**src/rtl/spi_regfile_arbiter.sv**
```systemverilog
// Arbitrates a single-port register file between the SPI slave datapath (never stalls)
// and a local host req/gnt port; owns the SPI auto-increment pointer.
module spi_regfile_arbiter #(
  parameter int ADDR_W = 8,
  parameter int DATA_W = 8,
  parameter int CNT_W  = 8
) (
  input  logic              SCLK,
  input  logic              RST_n,
  input  logic              spi_addr_en,
  input  logic [ADDR_W-1:0] spi_addr,
  input  logic              spi_wr_en,
  input  logic [DATA_W-1:0] spi_wr_data,
  input  logic              spi_rd_en,
  input  logic              spi_incr,
  output logic [DATA_W-1:0] spi_rd_data,
  output logic              spi_rd_valid,
  output logic              spi_err,
  input  logic              host_req,
  input  logic              host_we,
  input  logic [ADDR_W-1:0] host_addr,
  input  logic [DATA_W-1:0] host_wdata,
  output logic              host_gnt,
  output logic [DATA_W-1:0] host_rdata,
  output logic              host_rvalid,
  output logic [CNT_W-1:0]  host_stall_cnt,
  output logic [ADDR_W-1:0] rf_addr,
  output logic [DATA_W-1:0] rf_wdata,
  output logic              rf_we,
  output logic              rf_re,
  input  logic [DATA_W-1:0] rf_rdata
);

  typedef enum logic [1:0] {OWN_IDLE, OWN_SPI_WR, OWN_SPI_RD, OWN_HOST} owner_t;

  owner_t            owner;
  logic              spi_req;
  logic [ADDR_W-1:0] ptr_q;
  logic [ADDR_W-1:0] acc_addr;
  logic [ADDR_W-1:0] ptr_nxt;
  logic              rf_tag_q;
  logic              rd_pend_q;
  logic              rd_tag_q;
  logic [DATA_W-1:0] spi_hold_q;
  logic [DATA_W-1:0] host_hold_q;

  assign spi_req  = spi_wr_en | spi_rd_en;
  assign acc_addr = spi_addr_en ? spi_addr : ptr_q;
  assign ptr_nxt  = spi_incr ? acc_addr + ADDR_W'(1) : acc_addr;

  always_comb begin
    owner = OWN_IDLE;
    if (spi_wr_en)      owner = OWN_SPI_WR;
    else if (spi_rd_en) owner = OWN_SPI_RD;
    else if (host_req)  owner = OWN_HOST;
  end

  always_ff @(posedge SCLK) begin
    if (!RST_n) begin
      ptr_q          <= '0;
      rf_addr        <= '0;
      rf_wdata       <= '0;
      rf_we          <= 1'b0;
      rf_re          <= 1'b0;
      rf_tag_q       <= 1'b0;
      host_gnt       <= 1'b0;
      rd_pend_q      <= 1'b0;
      rd_tag_q       <= 1'b0;
      spi_hold_q     <= '0;
      host_hold_q    <= '0;
      spi_err        <= 1'b0;
      host_stall_cnt <= '0;
    end else begin
      ptr_q    <= ptr_nxt;
      rf_we    <= 1'b0;
      rf_re    <= 1'b0;
      rf_tag_q <= 1'b0;
      host_gnt <= 1'b0;
      case (owner)
        OWN_SPI_WR: begin
          rf_we    <= 1'b1;
          rf_addr  <= acc_addr;
          rf_wdata <= spi_wr_data;
        end
        OWN_SPI_RD: begin
          rf_re   <= 1'b1;
          rf_addr <= acc_addr;
        end
        OWN_HOST: begin
          rf_we    <= host_we;
          rf_re    <= !host_we;
          rf_addr  <= host_addr;
          rf_wdata <= host_wdata;
          rf_tag_q <= 1'b1;
          host_gnt <= 1'b1;
        end
        default: ;
      endcase

      // Tag follows rf_re by one cycle so the returning word lands on the right port.
      rd_pend_q <= rf_re;
      rd_tag_q  <= rf_tag_q;
      if (rd_pend_q && !rd_tag_q) spi_hold_q  <= rf_rdata;
      if (rd_pend_q && rd_tag_q)  host_hold_q <= rf_rdata;

      if (spi_wr_en && spi_rd_en) spi_err <= 1'b1;
      if (host_req && spi_req && (host_stall_cnt != {CNT_W{1'b1}}))
        host_stall_cnt <= host_stall_cnt + CNT_W'(1);
    end
  end

  assign spi_rd_valid = rd_pend_q & ~rd_tag_q;
  assign host_rvalid  = rd_pend_q & rd_tag_q;
  assign spi_rd_data  = spi_rd_valid ? rf_rdata : spi_hold_q;
  assign host_rdata   = host_rvalid ? rf_rdata : host_hold_q;

endmodule

```
**config.mk**
```make
export PLATFORM = sky130hd
export DESIGN_NAME = spi_regfile_arbiter
export DESIGN_NICKNAME = d
export VERILOG_FILES = /design/src/rtl/spi_regfile_arbiter.sv
export SDC_FILE = /design/constraint.sdc
export NUM_CORES = 1
export LEC_CHECK = 0
export ABC_AREA = 1
export CORE_ASPECT_RATIO = 0.8
export CORE_MARGIN = 1.5
export CORE_UTILIZATION = 30
export CTS_CLUSTER_SIZE = 20
export DETAILED_ROUTE_END_ITERATION = 7
export PLACE_DENSITY = 0.54
export SYNTH_ARGS = -nofsm -noshare
export SYNTH_HDL_FRONTEND = slang
export SYNTH_SLANG_ARGS = --single-unit
```
**constraint.sdc**
```tcl
create_clock -name SCLK -period 1.84 [get_ports SCLK]
set_clock_uncertainty 0.15 [all_clocks]
set_input_delay 0.552 -clock SCLK [delete_from_list [all_inputs] [get_ports SCLK]]
set_output_delay 0.552 -clock SCLK [all_outputs]
set_load 0.01 [all_outputs]
```
==> out/qor.yml <==
status: "finished with violations"
violations: "negative setup slack"
ys_ff_latch: 54
arrival_ns: 1.43
clk_pin_slew_ns: 0.11
crit_type: "reg -> out"
setup_ws_ns: -0.293
hp-start: "rf_tag_q"
drtPass1Iterations: 4
initial_utilization_pct: 30.7
p_leak_uw: 0.00222
grt_pass1_vias: 2549
syn_inst: 355
power_uw: 2620
drive_above_1_share_pct: 33.0
r2r_end: "host_stall_cnt[7]"
cap_violations: 0
syn_to_final_growth_pct: 61.1
use_met1_pct: 23.2
worstSetupStartpointType: "flop"
power.share.switching_pct: 26.8
period_needed_ns: 2.13
cts_tree: "yes"
fmax_mhz: 469
slew_headroom_pct: 69.4
grt_overflow: 0
dp_cells: 595
min_path_type: "reg -> reg"
critPathMaxFanout: 8
holdWs_ns: 0.281
timing.rr.start: "host_stall_cnt[1]"
ir_worst_vdd_mv: 0.501
power_frac_seq_pct: 47.6
tightest_slew_ns: 0.458
dp_hpwl_mm: 5.31
antenna_found_initial: 0
yosys_warnings: 0
clk_latency_ns: 0.31
crit_required_ns: 1.14
end_kind: "output port"
io_buffers: 93
drt-vias-per-instance: 4.20
pwr-share-comb_pct: 21.0
intPower_uw: 1920
wl_per_cell_um: 11.6
power.density_nw_per_um2: 627
htreeDepth: 2
min_period_over_period_pct: 116
power.switching_uw: 701
hold_depth: 2
finalHoldViolations: 0
io_pins: 94
grt_max_degree: 21
synth_area_um2: 2600
cts_root_buffer: "clkbuf_8"
p_clk_share_pct: 31.5
gp_congestion: 0.791
syn_nets: 405
setup_violations: 17
cts_sinks: 54
yosysSeqAreaShare_pct: 41.6
whs_endpoint: "rd_tag_q"
die_x_um: 107
r2r_cells: 9
diodes: 0
busiest_layer: "met2"
drt_iter0_markers: 83
dp_slack_ns: -0.649
cts_buffer_depth: 2
met2_usage_pct: 26.2
die_area_um2: 9220
grt_first_pass_wirelength_mm: 12.2
final_common_cell: "nand2_1"
core_um2: 8450
grtUsageMet3_pct: 3.23
mostFrequentLayoutCells: "nand2_1 (67), buf_4 (55), inv_1 (48)"
finalSetupTns_ns: -3.68
ys_types: 31
die_h_um: 86.2
maxSlewViolCount: 0
fin_nets: 555
cts_buffers: 5
cts_hold_buf: 0
syn_avg_cell_area_um2: 7.31
fin_cells: 618
grt_usage_pct: 16.5
placementRows: 30
routed_wirelength_mm: 7.19
rsz0062_at_grt: "true"
drc: 0
num_vias: 2598
ff2ff_setup_slack_ns: 0.33
ant_nets: 0
cells in the mapped netlist (all sizes together):
library cell	n	area, um2
a21oi	11	55.1
a22oi	2	25.0
a31oi	4	25.0
buf	5	50.0
clkbuf	4	15.0
dfxtp	54	1080
ha	2	25.0
inv	59	231
nand2	86	378
nand3	16	108
nand4	1	6.26
nor2	42	205
nor3	3	15.0
o211ai	1	7.51
o21a	2	15.0
o21ai	40	200
o21bai	6	45.0
or2	16	100
xor2	1	8.76
cell families after synthesis:
| logic type | Yosys count | share of synthesized area, % |
|---|---|---|
| buffers and inverters | 68 | 11.4 |
| and+or+nand+nor | 164 | 31.3 |
| xor gates and xnor gates | 1 | 0.337 |
| DFF | 54 | 41.6 |
| AOI/OAI and AO/OA | 66 | 14.4 |
| adders and majority gates | 2 | 0.964 |
flip-flops by register name, summed over array words and instances (netlist names):
| register | cells |
|---|---|
| spi_hold_q | 8 |
| rd_pend_q | 1 |
| host_hold_q | 8 |
| ptr_q | 8 |
| rf_we | 1 |
| host_stall_cnt | 8 |
| rf_addr | 8 |
| rf_tag_q | 1 |
| rf_re | 1 |
| spi_err | 1 |
| rd_tag_q | 1 |
| rf_wdata | 8 |
metal layers:
layer  up-vias  wire length (um)
li1       1406                 -
met1      1141              3640
met2        44              3180
met3         7               279
met4         0                92
met5         -                 0
worst max-delay path by stage:
stage	from	to	slack, ns	cells past startpoint
after floorplan	spi_addr_en	ptr_q[6]	0.09	12
after global placement	rf_rdata[7]	host_rdata[7]	-0.65	4
after detailed placement	rf_rdata[7]	host_rdata[7]	-0.65	4
after CTS	rd_pend_q	spi_rd_data[2]	-0.30	6
after global routing	rd_pend_q	spi_rd_data[2]	-0.38	6
final	rd_pend_q	spi_rd_data[2]	-0.29	6
stage by stage:
stage / utilization, % / cell area [um2]
finish: 49.5 / 4180
global route: 49.5 / 4180
detailed placement: 46.7 / 3950
global placement: 46.7 / 3950
CTS: 49.4 / 4180
floorplan: - / 2600
power groups by stage:
stage	clock, uW	combinational [uW]	sequential (uW)
final	824	550	1250
after CTS	845	556	1250
after global placement	0	547	1280
after global routing	894	613	1250
after floorplan	0	221	1290
after detailed placement	0	551	1270
worst max-delay path, stage by stage, from the launching register on:
cell     delay, ns
dfxtp_2       0.37
inv_2         0.05
nor2_4        0.08
inv_1         0.21
o21ai_2       0.22
inv_1         0.06
buf_2         0.13
timing repair:
item | 4_1_cts | 5_1_grt
gates cloned | 1 | 0
pin swaps | 12 | 1
endpoints found under the setup margin | 51 | 21
gates resized for setup | 166 | 3
setup buffers | 14 | 0
final cells by class:
type | instances | area, um2
clock buffers | 5 | 68.8
multi-input cells | 233 | 1330
well taps | 112 | 140
flip-flops and latches | 54 | 1090
repair buffers | 151 | 1260
inverters | 59 | 236
fillers | 889 | 4260
clock inverters | 3 | 45.0
repair inverters | 1 | 6.26
(Power assumes the default switching activity.)
==> variant 1: new RTL, same flow settings <==
Change the parameter `DATA_W` from 8 to 7.
--- a/src/rtl/spi_regfile_arbiter.sv
+++ b/src/rtl/spi_regfile_arbiter.sv
@@ -2,7 +2,7 @@
 // and a local host req/gnt port; owns the SPI auto-increment pointer.
 module spi_regfile_arbiter #(
   parameter int ADDR_W = 8,
-  parameter int DATA_W = 8,
+  parameter int DATA_W = 7,
   parameter int CNT_W  = 8
 ) (
   input  logic              SCLK,
Interface: changed (6 resized); port bits go from 94 to 88. The function was not compared with the original's and may differ.
==> variant 1 against the unedited design <==
Setup slack worse by 140 ps. Final area is 5.4% lower. Final cell count fell by 4.4%. Critical path depth increased by 2. Largest power group unchanged. Via count is 3.3% lower. Non-clock buffer count decreased by 3. Global-route usage is 0.63 points higher. Largest cell class is now non-clock buffers. Area after synthesis shrank 8.7%. The run still ends with setup timing left. Die area fell by 8.4%. Sequential cell count shrank 3. Utilization is 3.0 points higher. Critical endpoint is now spi_rd_data[3]. Wire length decreased by 2.1%. Clock power decreased by 20%. Power shrank 11%.
==> variant 1: results (changes against the unedited design) <==
* Outcome: complete, but fails checks
* Violated checks: setup timing
* Register-to-Register Path Depth at 8 (-1)
* Non-clk bufs at 148 (-2.0%)
* P_seq at 1.18 mW (-6%)
* Met2 Wirelength at 3.08 mm (-3.2%)
* Hold_sp: rf_re
* Setup WS post-layout at -432 ps (-139 ps)
* Vias in the first global route at 2373 (-6.9%)
* Syn Inst Count at 340 (-4.2%)
* Worst reg-to-reg setup slack at 250 ps (-80 ps)
* Fraction of area in registers at 0.260 (-0.00134)
* Routability cong. at 0.781 (-1.3%)
* All-Layer GR Usage at 0.172 (+0.00631)
* Number of distinct library cells after synthesis at 28 (-9.7%)
* Commonest cells in the netlist: nand2_1, inv_1, dfxtp_1
* Port Buffers at 87 (-6.5%)
* Post-synth net total at 387 (-4.4%)
* Cell Int Power at 1.73 mW (-10%)
* Largest net degree at the start of global routing at 24 (+14%)
* Crit-path max FO at 6 (-2)
* Largest cells by area after synthesis: dfxtp_1, nand2_1, inv_1
* Grt met3 use at 0.0362 (+0.00386)
* RR Endpoint: host_stall_cnt[1]
* Share of cells above drive strength 1 at 0.280 (-0.0502)
* DP HPWL at 5.31 mm (about the same)
* Final WL at 7.04 mm (-2.1%)
* #MultiIn Comb at 225 (-3.4%)
* Final Setup Violations at 15 (-2)
* Max_slew headroom at 0.768 (+0.0743)
* Comb group at 0.510 mW (-7.3%)
* RR Startpoint: host_stall_cnt[0]
* Grt met1 use at 0.244 (+0.0114)
* Post-DR vias/cell at 4.25 (+1.1%)
* Crit path to: spi_rd_data[3]
* Leak pwr at 2.09 nW (-6.0%)
* CLK BUF at 6 (+1)
* Post-synthesis sequential area ratio at 0.431 (+0.0142)
* Metal1 wirelength at 3.59 mm (-1.3%)
* Pre-CTS WS at -676 ps (-27.0 ps)
* Non-CTS inverters at 55 (-8.3%)
* Worst path max stage delay at 350 ps (-20 ps)
* Placed cells at 566 (-4.9%)
* Worst VDD drop at 0.000352 V (-30%)
* Signal buf overhead at 0.334 (+0.0319)
* TAP cells at 105 (-6.3%)
* WL met3 at 278 um (-0.36%)
* Post-cts sizing count at 139 (-16%)
* Clk tree area frac at 0.0221 (-0.00510)
* Hold Path Sink: rd_pend_q
* Placed cell areas at 0.00367 mm^2 (-6.9%)
## variant 1: changes by cell type after synthesis, moves of 3 or more
cell | unedited run | this run
or2_0 | 3 | 0
o211ai_1 | 1 | 7
nor2_1 | 33 | 36
nand2_4 | 3 | 0
dfxtp_1 | 54 | 51
o21bai_1 | 6 | 2
nand2_1 | 70 | 90
o21ai_1 | 17 | 6
inv_2 | 6 | 2
nand2_2 | 13 | 1
## variant 1: logic make-up (layout without fill, tap and decap cells)
group           after synthesis  in the layout  share of synthesized area
simple gates                168            168                      0.314
buf+inv                      64            210                      0.113
compound gates               53             53                      0.125
flops                        51             51                      0.431
fa+ha+maj                     2              2                     0.0106
xor+xnor                      2              2                    0.00739
## variant 1: stage by stage
step | setup TNS [ps] | hold slack [ps] | util
global placement | -17170 | 279 | 0.488
global route | -6290 | 303 | 0.526
finish | -4830 | 282 | 0.526
floorplan | 0 | 311 | -
CTS | -4420 | 287 | 0.511
detailed placement | -17090 | 279 | 0.488
==> variant 2: new RTL, config.mk and constraints unchanged <==
Made on the original files. Put one more register stage on the output `spi_err`, without a reset. The value now appears one clock later. The other outputs are not delayed to match.
--- a/src/rtl/spi_regfile_arbiter.sv
+++ b/src/rtl/spi_regfile_arbiter.sv
@@ -32,6 +32,8 @@
 );
 
   typedef enum logic [1:0] {OWN_IDLE, OWN_SPI_WR, OWN_SPI_RD, OWN_HOST} owner_t;
+
+  logic spi_err_s0;
 
   owner_t            owner;
   logic              spi_req;
@@ -68,7 +70,7 @@
       rd_tag_q       <= 1'b0;
       spi_hold_q     <= '0;
       host_hold_q    <= '0;
-      spi_err        <= 1'b0;
+      spi_err_s0     <= 1'b0;
       host_stall_cnt <= '0;
     end else begin
       ptr_q    <= ptr_nxt;
@@ -103,7 +105,7 @@
       if (rd_pend_q && !rd_tag_q) spi_hold_q  <= rf_rdata;
       if (rd_pend_q && rd_tag_q)  host_hold_q <= rf_rdata;
 
-      if (spi_wr_en && spi_rd_en) spi_err <= 1'b1;
+      if (spi_wr_en && spi_rd_en) spi_err_s0 <= 1'b1;
       if (host_req && spi_req && (host_stall_cnt != {CNT_W{1'b1}}))
         host_stall_cnt <= host_stall_cnt + CNT_W'(1);
     end
@@ -114,5 +116,9 @@
   assign spi_rd_data  = spi_rd_valid ? rf_rdata : spi_hold_q;
   assign host_rdata   = host_rvalid ? rf_rdata : host_hold_q;
 
+  always_ff @(posedge SCLK) begin
+    spi_err <= spi_err_s0;
+  end
+
 endmodule
 
Behaviour: not the same (a bounded check fails within 4 cycles, from zero or initial values and one cycle with RST_n low).
==> variant 2 against the unedited design <==
The flow still finishes with violations (setup timing). Sequential cell count increased by 1. Wire length increased by 7.2%. Critical endpoint is now spi_rd_data[4]. Area after synthesis increased by 0.77%. Sequential share of layout area decreased by 1.4 points. Largest power group unchanged. Register-to-register slack got worse by 230 ps. Final area increased by 7.3%. Synthesized cell count increased by 0.28%. Global-route usage increased by 0.53 points. Power increased by 2.4%. Highest routed layer unchanged. Utilization increased by 3.4 points. Setup slack got worse by 59 ps. Final cell count increased by 3.7%.
==> variant 2: results (changes against the unedited design) <==
* Violated checks: setup timing
* Largest cells by area after synthesis: dfxtp_1, nand2_1, inv_1
* Initial DRC Count at 96 (+16%)
* Drt pass-1 iters at 6 (+2)
* Final WL at 7.71 mm (+7.2%)
* Post-synthesis sequential area ratio at 0.421 (+0.00447)
* WL met3 at 379 um (+36%)
* Sw Pwr at 0.708 mW (+0.97%)
* Routability cong. at 0.781 (-1.3%)
* DP HPWL at 5.43 mm (+2.2%)
* Setup WS post-layout at -352 ps (-58.8 ps)
* Post-synth net total at 406 (+0.25%)
* Grt met1 use at 0.222 (-0.0100)
* Fill cells at 845 (-4.9%)
* Met2 Track Usage GR at 0.287 (+0.0255)
* Grt met3 use at 0.0376 (+0.00526)
* Share of cells above drive strength 1 at 0.352 (+0.0216)
* Leak pwr at 2.34 nW (+5.3%)
* Placed cell areas at 0.00402 mm^2 (+1.8%)
* Min-Delay Path Depth at 0 (-2)
* Worst VDD drop at 0.000441 V (-12%)
* Global-route wire length before repair at 12.4 mm (+1.5%)
* Outcome: complete, but fails checks
* Hold WS at 206 ps (-74.6 ps)
* Net count, final at 578 (+4.1%)
* Final Setup Violations at 17 (unchanged)
* Met2 Wirelength at 3.61 mm (+13%)
* Hold_sp: spi_err_s0
* Crit-path max FO at 4 (-4)
* Pre-CTS WS at -634 ps (+14.9 ps)
* WP data arrival at 1490 ps (+60 ps)
* All-Layer GR Usage at 0.171 (+0.00527)
## variant 2: repair_timing
| item | CTS | global route |
|---|---|---|
| gates cloned | 1 | 0 |
| buffers inserted | 29 | 10 |
| gates resized for setup | 158 | 26 |
| setup endpoints to repair | 51 | 24 |
| pin swaps | 8 | 11 |
| hold buffers | 0 | 0 |
## variant 2: logic make-up after synthesis
logic type                 share of synthesized area
adders and majority gates                    0.00956
AOI/OAI and AO/OA                              0.143
xor gates and xnor gates                     0.00335
and+or+nand+nor                                0.310
DFF                                            0.421
buffers and inverters                          0.113
## variant 2: metrics by stage
step	instances	total power, mW
after floorplan	356	1.53
after global routing	641	2.83
after global placement	603	1.86
final	641	2.68
after detailed placement	603	1.86
after CTS	641	2.70
## variant 2: power groups by stage
stage / Sequential, mW / Clock [mW] / Combinational [mW]
global route: 1.28 / 0.897 / 0.655
finish: 1.27 / 0.816 / 0.599
CTS: 1.27 / 0.845 / 0.583
floorplan: 1.31 / 0 / 0.221
detailed placement: 1.30 / 0 / 0.560
global placement: 1.30 / 0 / 0.557
## variant 2: worst max-delay path, delay by kind of cell, from the launching register on
kind	cells	cell delay, ps
compound gates	1	150
buf+inv	5	520
flops	1	360
simple gates	1	170
## variant 2: cell type report
class / instances / area, um^2 / area share
Inverter: 59 / 248 / 0.0552
Timing Repair inverter: 1 / 8.76 / 0.00195
Multi-Input combinational cell: 233 / 1360 / 0.303
Clock buffer: 5 / 68.8 / 0.0153
Timing Repair Buffer: 173 / 1510 / 0.336
Clock inverter: 3 / 43.8 / 0.00976
Sequential cell: 55 / 1110 / 0.247
Tap cell: 112 / 140 / 0.0312
## variant 2: final timing paths
path	end
setup / recovery	spi_rd_data[4]
hold / removal	spi_err
setup reg to reg	host_hold_q[2]
hold reg to reg	spi_err
